[src/rtl/board_pkg.sv]
// Shared constants and types for the board RAM, VGA geometry and arbiter.
package board_pkg;

  // Board geometry in cells; cells are (1 << CELL_SHIFT) pixels square.
  localparam int unsigned CELL_SHIFT = 4;
  localparam int unsigned GRID_W     = 40;
  localparam int unsigned GRID_H     = 30;

  // 640x480 VGA timing, counted in pixel clocks and lines.
  localparam int unsigned H_VISIBLE  = 640;
  localparam int unsigned V_VISIBLE  = 480;
  localparam int unsigned H_TOTAL    = 800;
  localparam int unsigned V_TOTAL    = 525;

  // Width of the beam position inputs.
  localparam int unsigned POS_W      = 10;

  // Cell contents as stored in the board RAM.
  typedef enum logic [1:0] {
    CELL_EMPTY = 2'd0,
    CELL_SNAKE = 2'd1,
    CELL_FOOD  = 2'd2,
    CELL_WALL  = 2'd3
  } cell_e;

  // Game-port arbiter states.
  typedef enum logic [0:0] {
    StIdle = 1'b0,
    StAck  = 1'b1
  } arb_state_e;

endpackage

[src/rtl/board_fetch_sched.sv]
// Decides, from the beam position alone, whether this cycle is a video fetch
// slot and which board cell that fetch reads.
module board_fetch_sched #(
  parameter int unsigned CELL_SHIFT = 4,
  parameter int unsigned GRID_W     = 40,
  parameter int unsigned GRID_H     = 30,
  parameter int unsigned ROW_W      = 5,
  parameter int unsigned COL_W      = 6
) (
  input  logic [9:0]       pos_x,
  input  logic [9:0]       pos_y,
  output logic             fetch_slot,
  output logic [ROW_W-1:0] fetch_row,
  output logic [COL_W-1:0] fetch_col
);
  import board_pkg::*;

  localparam logic [9:0]  VVisible  = 10'(V_VISIBLE);
  localparam logic [9:0]  VLastVis  = 10'(V_VISIBLE - 1);
  localparam logic [9:0]  VLast     = 10'(V_TOTAL - 1);
  localparam logic [9:0]  HWrapSlot = 10'(H_TOTAL - 2);
  localparam logic [10:0] ColLimit  = 11'(GRID_W);

  logic [10:0] next_col;
  logic [10:0] next_y;
  logic        slot_a;
  logic        slot_b;

  // Slot a: two pixels before a cell boundary inside a visible line fetch the
  // next cell. Slot b: near the end of a line fetch column 0 of the next line.
  always_comb begin
    next_col = {1'b0, pos_x >> CELL_SHIFT} + 11'd1;
    next_y   = {1'b0, pos_y} + 11'd1;

    slot_a = (pos_y < VVisible) &&
             (pos_x[CELL_SHIFT-1:0] == {{(CELL_SHIFT-1){1'b1}}, 1'b0}) &&
             (next_col < ColLimit);
    slot_b = (pos_x == HWrapSlot) && ((pos_y < VLastVis) || (pos_y == VLast));

    fetch_slot = slot_a | slot_b;
    fetch_col  = slot_a ? COL_W'(next_col) : '0;

    if (slot_a) begin
      fetch_row = ROW_W'(pos_y >> CELL_SHIFT);
    end else if (pos_y == VLast) begin
      fetch_row = '0;
    end else begin
      fetch_row = ROW_W'(next_y >> CELL_SHIFT);
    end
  end

endmodule

[src/rtl/board_mem_arbiter.sv]
// Shares the single-port board RAM between video scan-out (which always wins)
// and the game engine's req/ack port; also produces the per-frame tick.
module board_mem_arbiter #(
  parameter int unsigned CELL_SHIFT = 4,
  parameter int unsigned GRID_W     = 40,
  parameter int unsigned GRID_H     = 30,
  parameter int unsigned ADDR_W     = 11,
  parameter int unsigned DATA_W     = 2
) (
  input  logic              clk,
  input  logic              reset,
  input  logic [9:0]        pos_x,
  input  logic [9:0]        pos_y,
  output logic [DATA_W-1:0] vid_cell,
  output logic              frame_tick,
  input  logic              game_req,
  input  logic              game_we,
  input  logic [ADDR_W-1:0] game_addr,
  input  logic [DATA_W-1:0] game_wdata,
  output logic              game_ack,
  output logic [DATA_W-1:0] game_rdata,
  output logic [ADDR_W-1:0] mem_addr,
  output logic              mem_we,
  output logic [DATA_W-1:0] mem_wdata,
  input  logic [DATA_W-1:0] mem_rdata
);
  import board_pkg::*;

  localparam int unsigned      ROW_W     = $clog2(GRID_H);
  localparam int unsigned      COL_W     = $clog2(GRID_W);
  localparam logic [ADDR_W-1:0] NumCells  = ADDR_W'(GRID_W * GRID_H);
  localparam logic [ADDR_W-1:0] RowStride = ADDR_W'(GRID_W);
  localparam logic [9:0]        VVisible  = 10'(V_VISIBLE);

  logic             fetch_slot;
  logic [ROW_W-1:0] fetch_row;
  logic [COL_W-1:0] fetch_col;
  logic [ADDR_W-1:0] video_addr;

  arb_state_e        state_q, state_d;
  logic              oor_q, oor_d;
  logic              fetch_q, fetch_d;
  logic [DATA_W-1:0] vid_cell_q, vid_cell_d;
  logic              grant;
  logic              game_oor;

  board_fetch_sched #(
    .CELL_SHIFT (CELL_SHIFT),
    .GRID_W     (GRID_W),
    .GRID_H     (GRID_H),
    .ROW_W      (ROW_W),
    .COL_W      (COL_W)
  ) u_fetch_sched (
    .pos_x      (pos_x),
    .pos_y      (pos_y),
    .fetch_slot (fetch_slot),
    .fetch_row  (fetch_row),
    .fetch_col  (fetch_col)
  );

  // Grant decision and next-state: the game port only gets the RAM on an idle,
  // non-fetch cycle; the cycle after any fetch slot latches the video data.
  always_comb begin
    // Constant multiply; for the 40-wide board this is row*32 + row*8.
    video_addr = ADDR_W'(fetch_row) * RowStride + ADDR_W'(fetch_col);
    game_oor   = (game_addr >= NumCells);
    grant      = !reset && (state_q == StIdle) && game_req && !fetch_slot;

    state_d    = state_q;
    oor_d      = oor_q;
    fetch_d    = fetch_slot;
    vid_cell_d = vid_cell_q;

    unique case (state_q)
      StIdle: begin
        if (grant) begin
          state_d = StAck;
          oor_d   = game_oor;
        end
      end
      StAck:   state_d = StIdle;
      default: state_d = StIdle;
    endcase

    if (fetch_q) begin
      vid_cell_d = mem_rdata;
    end
  end

  // Arbiter state, out-of-range flag, fetch pipeline and video cell register.
  always_ff @(posedge clk) begin
    if (reset) begin
      state_q    <= StIdle;
      oor_q      <= 1'b0;
      fetch_q    <= 1'b0;
      vid_cell_q <= '0;
    end else begin
      state_q    <= state_d;
      oor_q      <= oor_d;
      fetch_q    <= fetch_d;
      vid_cell_q <= vid_cell_d;
    end
  end

  // RAM port drive, game handshake and frame tick. Reset masks every output
  // in the same cycle so a pending ack is dropped rather than delivered late.
  always_comb begin
    mem_addr   = grant ? game_addr : video_addr;
    mem_we     = grant && game_we && !game_oor;
    mem_wdata  = game_wdata;
    game_ack   = !reset && (state_q == StAck);
    game_rdata = (game_ack && !oor_q) ? mem_rdata : '0;
    vid_cell   = reset ? '0 : vid_cell_q;
    frame_tick = !reset && (pos_x == '0) && (pos_y == VVisible);
  end

endmodule

[config.mk]
export PLATFORM = sky130hd
export DESIGN_NAME = board_mem_arbiter
export DESIGN_NICKNAME = d
export VERILOG_FILES = /design/src/rtl/board_pkg.sv /design/src/rtl/board_fetch_sched.sv /design/src/rtl/board_mem_arbiter.sv
export SDC_FILE = /design/constraint.sdc
export NUM_CORES = 1
export LEC_CHECK = 0
export ABC_AREA = 1
export BUFFER_PORTS_ARGS = -buffer_cell sky130_fd_sc_hd__clkbuf_2
export CAP_MARGIN = 20
export CORE_ASPECT_RATIO = 1.2
export CORE_MARGIN = 3
export CORE_UTILIZATION = 40
export DETAILED_ROUTE_END_ITERATION = 6
export PLACE_DENSITY_LB_ADDON = 0.05
export SLEW_MARGIN = 25
export SYNTH_ARGS = -nofsm -noshare
export SYNTH_HDL_FRONTEND = slang
export SYNTH_HIERARCHICAL = 1
export SYNTH_SLANG_ARGS = --single-unit
[constraint.sdc]
create_clock -name clk -period 3.5 [get_ports clk]
set_input_delay 0.35 -clock clk [delete_from_list [all_inputs] [get_ports clk]]
set_output_delay 0.35 -clock clk [all_outputs]
set_load 0.05 [all_outputs]
==> run metrics, run 1 <==
slowest CP cell=fa_1; R2R Path End=oor_q; syn_area_per_cell=5.66 µm²; leakage power figure=1.05 nW; via count=between 1500 and 2000; CP cell instances=clkbuf_2 > buf_6 > nand3_2 > o21bai_1 > nand2_2 > nand2_4 > nand2_4 > nand2_1 > nand2_2 > ha_4 > ha_2 > fa_1 > nand2_1 > inv_2 > nand3_1 > nand3_1 > nand3_2 > nand2_1 > buf_4; Antenna Cells=0; gr usage total=16.3%; final hold vios=0; Worst Setup Path Type=in2out; die area=0.00415 mm²; Worst Max-Slew Pin Slew=0.304 ns; Worst Path Max Fanout=6; syn nets=293; Initial Util=43.1%; grt ovf=0; Inserted Clock Buffers=3; GPL Wtd Cong=0.803; origin of the worst setup path=pos_x[4]; cell area power density=225 mW/mm²; P&R area growth vs syn=30.7%; most frequent cell on the critical path=nand2_1; CTS tree=built; Core ar.=between 0.003 and 0.004 mm²; drt drc=0; DP Wirelength=approximately 2800 µm; routed wire length=between 3000 and 4000 µm; nets@finish=354; Final period util=92.7%; Iter 0 DRT Violations=48; Distinct cells, synth=31; Final Max Slew Viols=0; CP top delay family=adder cells; # rows=22; vias in the first global route=1401; startpoint types=input port; Register-to-Register Path Depth=6; largest net degree at the start of global routing=18; Syn Inst Count=241; die height=~70 µm; final setup margin=0.254 ns; hold crit path type=in2reg; status=complete, no violations; RSZ-0062 raised after global routing=no; setup TNS=0 ns; Clock Sink Count=5; clk_lat worst skew=0.26 ns; min cycle time layout=3.25 ns; FF-to-FF setup slack=2.34 ns; Worst setup EP type=output pin; Buf+Inv Stages, Crit Path=4; hold path endpoint=vid_cell_q[1]; max_slew headroom=between 70% and 80%; Fmax=308 MHz; layout cell share with drive strength beyond 1=32.9%; num ports=59; clk root buf=clkbuf_4; final instance area=between 0.0015 and 0.002 mm²; CP Data Arrival Time=about 2.9 ns; Final Util=56.3%; commonest cells after routing, fill and taps aside=nand2_1 (74), clkbuf_2 (51), inv_1 (34); Synth Register Bits=5; routed vias/inst=between 4 and 5; # hold bufs at CTS=0; critical path depth=19; 1st-pass router iterations=4; yosys synthesis warning count=6; area of placed instances=about 0.0017 mm²; CTS max path bufs=2; Die Width=59.3 µm; final setup violation count=0; synthesized area=0.00136 mm²; post-synthesis sequential area ratio=7.34%; dpl ws=0.0139 ns; max incr delay on CP=0.55 ns; hold path cells=3; I/O Buffers=54; routed length per instance=9.83 µm; initial antenna violation count=0; Clock Skew=0.00903 ns; first-pass GRT wire length=5550 µm; antenna-violating nets left=0; R2R Path Start=state_q; CP required=3.15 ns; Clock transition at path regs=0.05 ns; H-tree levels=1; worst vdd ir=~210 µV; fill cell count=327; HP Start=mem_rdata[1]; commonest non-fill, non-tap cell in the layout=nand2_1; max cap viols=0
## worst max-delay path by stage
stage / to / slack, ns
6_report: mem_addr[9] / 0.25
5_1_grt: mem_addr[10] / 0.03
4_1_cts: mem_addr[10] / 0.01
3_5_place_dp: mem_addr[10] / 0.01
3_3_place_gp: mem_addr[10] / 0.05
2_1_floorplan: mem_addr[7] / 0.02
## what timing repair did
| action | in CTS | in global routing |
|---|---|---|
| endpoints found under the setup margin | 0 | 3 |
| resized for setup | 0 | 16 |
| setup buffers | 0 | 3 |
## per-stage QoR
step | hold slack, ns | cells | power [W]
2_1_floorplan | 0.422 | 241 | 0.000246
3_3_place_gp | 0.455 | 330 | 0.000314
3_5_place_dp | 0.461 | 330 | 0.000314
4_1_cts | 0.340 | 334 | 0.000386
5_1_grt | 0.344 | 337 | 0.000437
6_report | 0.340 | 337 | 0.000400
## synth_stat cells (all sizes together)
master  count  area [µm²]
nand2      82         333
inv        38         145
nor2       32         145
nand3      25         140
o21ai      12        75.1
ha         11         138
buf         7        62.6
nand4       6        52.6
nor3        6        30.0
a21oi       5        25.0
dfxtp       5         100
nand3b      3        22.5
fa          2        40.0
xor2        2        17.5
and3        1        6.26
nor4b       1        8.76
o21bai      1        7.51
or2         1        6.26
xnor2       1        8.76
## where the power goes
group	leakage, nW	internal [W]	switching [W]	total (W)
sequential	0.0408	0.0000594	0.000000615	0.0000600
combinational	0.993	0.0000964	0.000173	0.000270
clock	0.0150	0.0000433	0.0000273	0.0000706
## layer usage
| layer | GRT usage [%] | part of all wire, % |
|---|---|---|
| met1 | 20.3 | 44 |
| met4 | 5.54 | 1.8 |
| met2 | 27.2 | 48 |
| met3 | 2.96 | 5.5 |
| met5 | 0 | 0 |
## final cells by class
class	count	area [µm²]	share of cell area (%)
inverters	38	145	8.14
multi-input cells	191	1100	61.8
repair buffers	63	365	20.5
clock buffers	4	26.3	1.47
flip-flops and latches	5	100	5.61
well taps	36	45.0	2.53
## state kept, by name, summed over array words and instances, names as in the netlist
signal,cells
vid_cell_q,2
fetch_q,1
oor_q,1
state_q,1
## cell families after synthesis
group	synth area share (%)
AOI/OAI and AO/OA	7.89
xor gates and xnor gates	1.93
adders and majority gates	13.0
buffers and inverters	15.2
DFF	7.34
and+or+nand+nor	54.6
## worst register-to-register path: cells and delay by family (launching register included)
| family | cells | cell delay (ns) |
|---|---|---|
| flops | 1 | 0.29 |
| buf+inv | 3 | 0.33 |
| simple gates | 3 | 0.44 |
Power figures use the tool's default switching activity.
==> run 2: changes to the inputs <==
- BUFFER_PORTS_ARGS: -buffer_cell sky130_fd_sc_hd__clkbuf_2 -> -buffer_cell sky130_fd_sc_hd__buf_2
- CORE_MARGIN: 3 -> 10
==> run 2 against run 1 <==
  * Sequential power is essentially flat
  * Clock power grew 56%
  * Cell count fell by 0.89%
  * Utilization shrank 3.8 points
  * Routed wire length grew 12%
  * Largest cell class unchanged
==> run metrics, run 2 (synthesis gave the netlist of run 1 again) <==
status=complete, no violations; grt ovf=0; HP Start=mem_rdata[1]; Register-to-Register Path Depth=6; Clock transition at path regs=0.04 ns; P&R area growth vs syn=27.3%; Antenna Cells=0; commonest cells after routing, fill and taps aside=nand2_1 (76), buf_2 (51), inv_1 (34); final setup margin=0.190 ns; die height=roughly 84 µm; WL met2=1850 µm; Final period util=94.6%; Initial Util=41.2%; Reg with most FFs=vid_cell_q; FF-to-FF setup slack=between 2 and 2.5 ns; # rows=23; hold path endpoint=vid_cell_q[1]; leakage power figure=1.03 nW; final setup violation count=0; clk root buf=clkbuf_8; Worst Setup Path Type=in2out; max reg flops=2; die area=approximately 0.0062 mm²; Worst setup EP type=output pin; Worst Max-Slew Pin Slew=just over 0.3 ns; startpoint types=input port; Final Util=52.5%; area of placed instances=0.00166 mm²; max_slew headroom=between 70% and 80%; dpl ws=0.0107 ns; M1 WL=1620 µm; Worst Path Max Fanout=6; R2R Path End=oor_q; Clock Skew=0.00281 ns; Buf+Inv Stages, Crit Path=4; H-tree levels=1; vias in the first global route=1658; register area=100 µm²; max incr delay on CP=0.54 ns; antenna-violating nets left=0; routed length per instance=11.1 µm; fill cell count=380; Clock Sink Count=5; Fmax=302 MHz; hold path cells=3; min cycle time layout=3.31 ns; CP top delay family=simple AND/OR/NAND/NOR gates; # hold bufs at CTS=0; final hold vios=0; nets@finish=350; slowest CP cell=fa_2; via count=1607; initial antenna violation count=0; commonest non-fill, non-tap cell in the layout=nand2_1; first-pass GRT wire length=6710 µm; WL met3=198 µm; final instance area=approximately 0.0017 mm²; most frequent cell on the critical path=nand2_1; routed vias/inst=4.81; origin of the worst setup path=pos_x[0]; routed wire length=around 3700 µm; largest net degree at the start of global routing=18; Core ar.=0.00331 mm²; 1st-pass router iterations=4; hold crit path type=in2reg; worst vdd ir=around 220 µV; drt drc=0; highest metal used=met4; layout cell share with drive strength beyond 1=between 30% and 40%; area of the multi-input gates=0.00107 mm²; R2R Path Start=state_q; CTS tree=built; I/O Buffers=54; gr usage total=12.6%; cell area power density=244 mW/mm²; CTS max path bufs=2; CP Data Arrival Time=2.96 ns; max cap viols=0; num ports=59; clk_lat worst skew=0.22 ns; CP cell instances=buf_2 > inv_1 > nand2_1 > nor2_1 > nand3_1 > nor2_4 > nand2_4 > nand2_1 > nand2_1 > ha_1 > ha_2 > fa_2 > nand2_1 > inv_2 > nand2_1 > nor2_1 > nand2_1 > nand2_1 > nand2_1 > nand2_1 > buf_6; CP required=roughly 3.2 ns; DP Wirelength=~3300 µm; Final Max Slew Viols=0; Die Width=73.3 µm; GPL Wtd Cong=0.800; Inserted Clock Buffers=3; Iter 0 DRT Violations=21
run 2: changes by cell type in the layout (fill, tap and decap cells not counted), moves of 3 or more:
cell	change
buf_2	+51
clkbuf_2	-51
clkbuf_8	+3
buf_4	-4
clkbuf_4	-3
run 2: final cells by class:
cell class | instances | share of cell area (%)
multi-input cells | 191 | 61.8
repair buffers | 59 | 18.8
inverters | 38 | 8.36
flip-flops and latches | 5 | 5.76
well taps | 37 | 2.67
clock buffers | 4 | 2.59
run 2: repair_timing:
item / 4_1_cts / 5_1_grt
setup buffers: 0 / 0
gates resized for setup: 0 / 14
setup endpoints to repair: 0 / 3
run 2: per-layer routing:
metal  up-vias  track usage, %
met2        36            22.7
met1       693            14.0
met5         -               0
met3         4            2.26
li1        874               -
met4         0            4.07
run 2: worst max path at each step:
stage,to,slack [ns],depth (start not counted)
finish,mem_addr[10],0.19,21
floorplan,mem_addr[7],0.02,16
CTS,mem_addr[10],0.006,23
global placement,mem_addr[10],0.06,23
global route,mem_addr[10],-0.004,22
detailed placement,mem_addr[10],0.01,23
run 2: worst reg2reg max path, cell delays in order (launching register included):
cell and delay, ns:
dfxtp_1 0.29, inv_1 0.10, nand4_4 0.28, inv_4 0.21, nand3_2 0.10, nand2_1 0.06, inv_1 0.03
run 2: through the flow:
| stage | setup TNS (ns) | hold slack [ns] | power (W) | instances |
|---|---|---|---|---|
| after detailed placement | 0 | 0.467 | 0.000308 | 330 |
| after global routing | -0.00410 | 0.402 | 0.000460 | 334 |
| after CTS | 0 | 0.385 | 0.000420 | 334 |
| after global placement | 0 | 0.457 | 0.000307 | 330 |
| after floorplan | 0 | 0.422 | 0.000246 | 241 |
| final | 0 | 0.388 | 0.000423 | 334 |
run 2: power by group:
part | internal (W) | switching (W) | leakage, nW
Sequential | 0.0000595 | 0.000000602 | 0.0408
Clock | 0.0000785 | 0.0000314 | 0.0228
Combinational | 0.0000843 | 0.000169 | 0.970
Total | 0.000222 | 0.000201 | 1.03
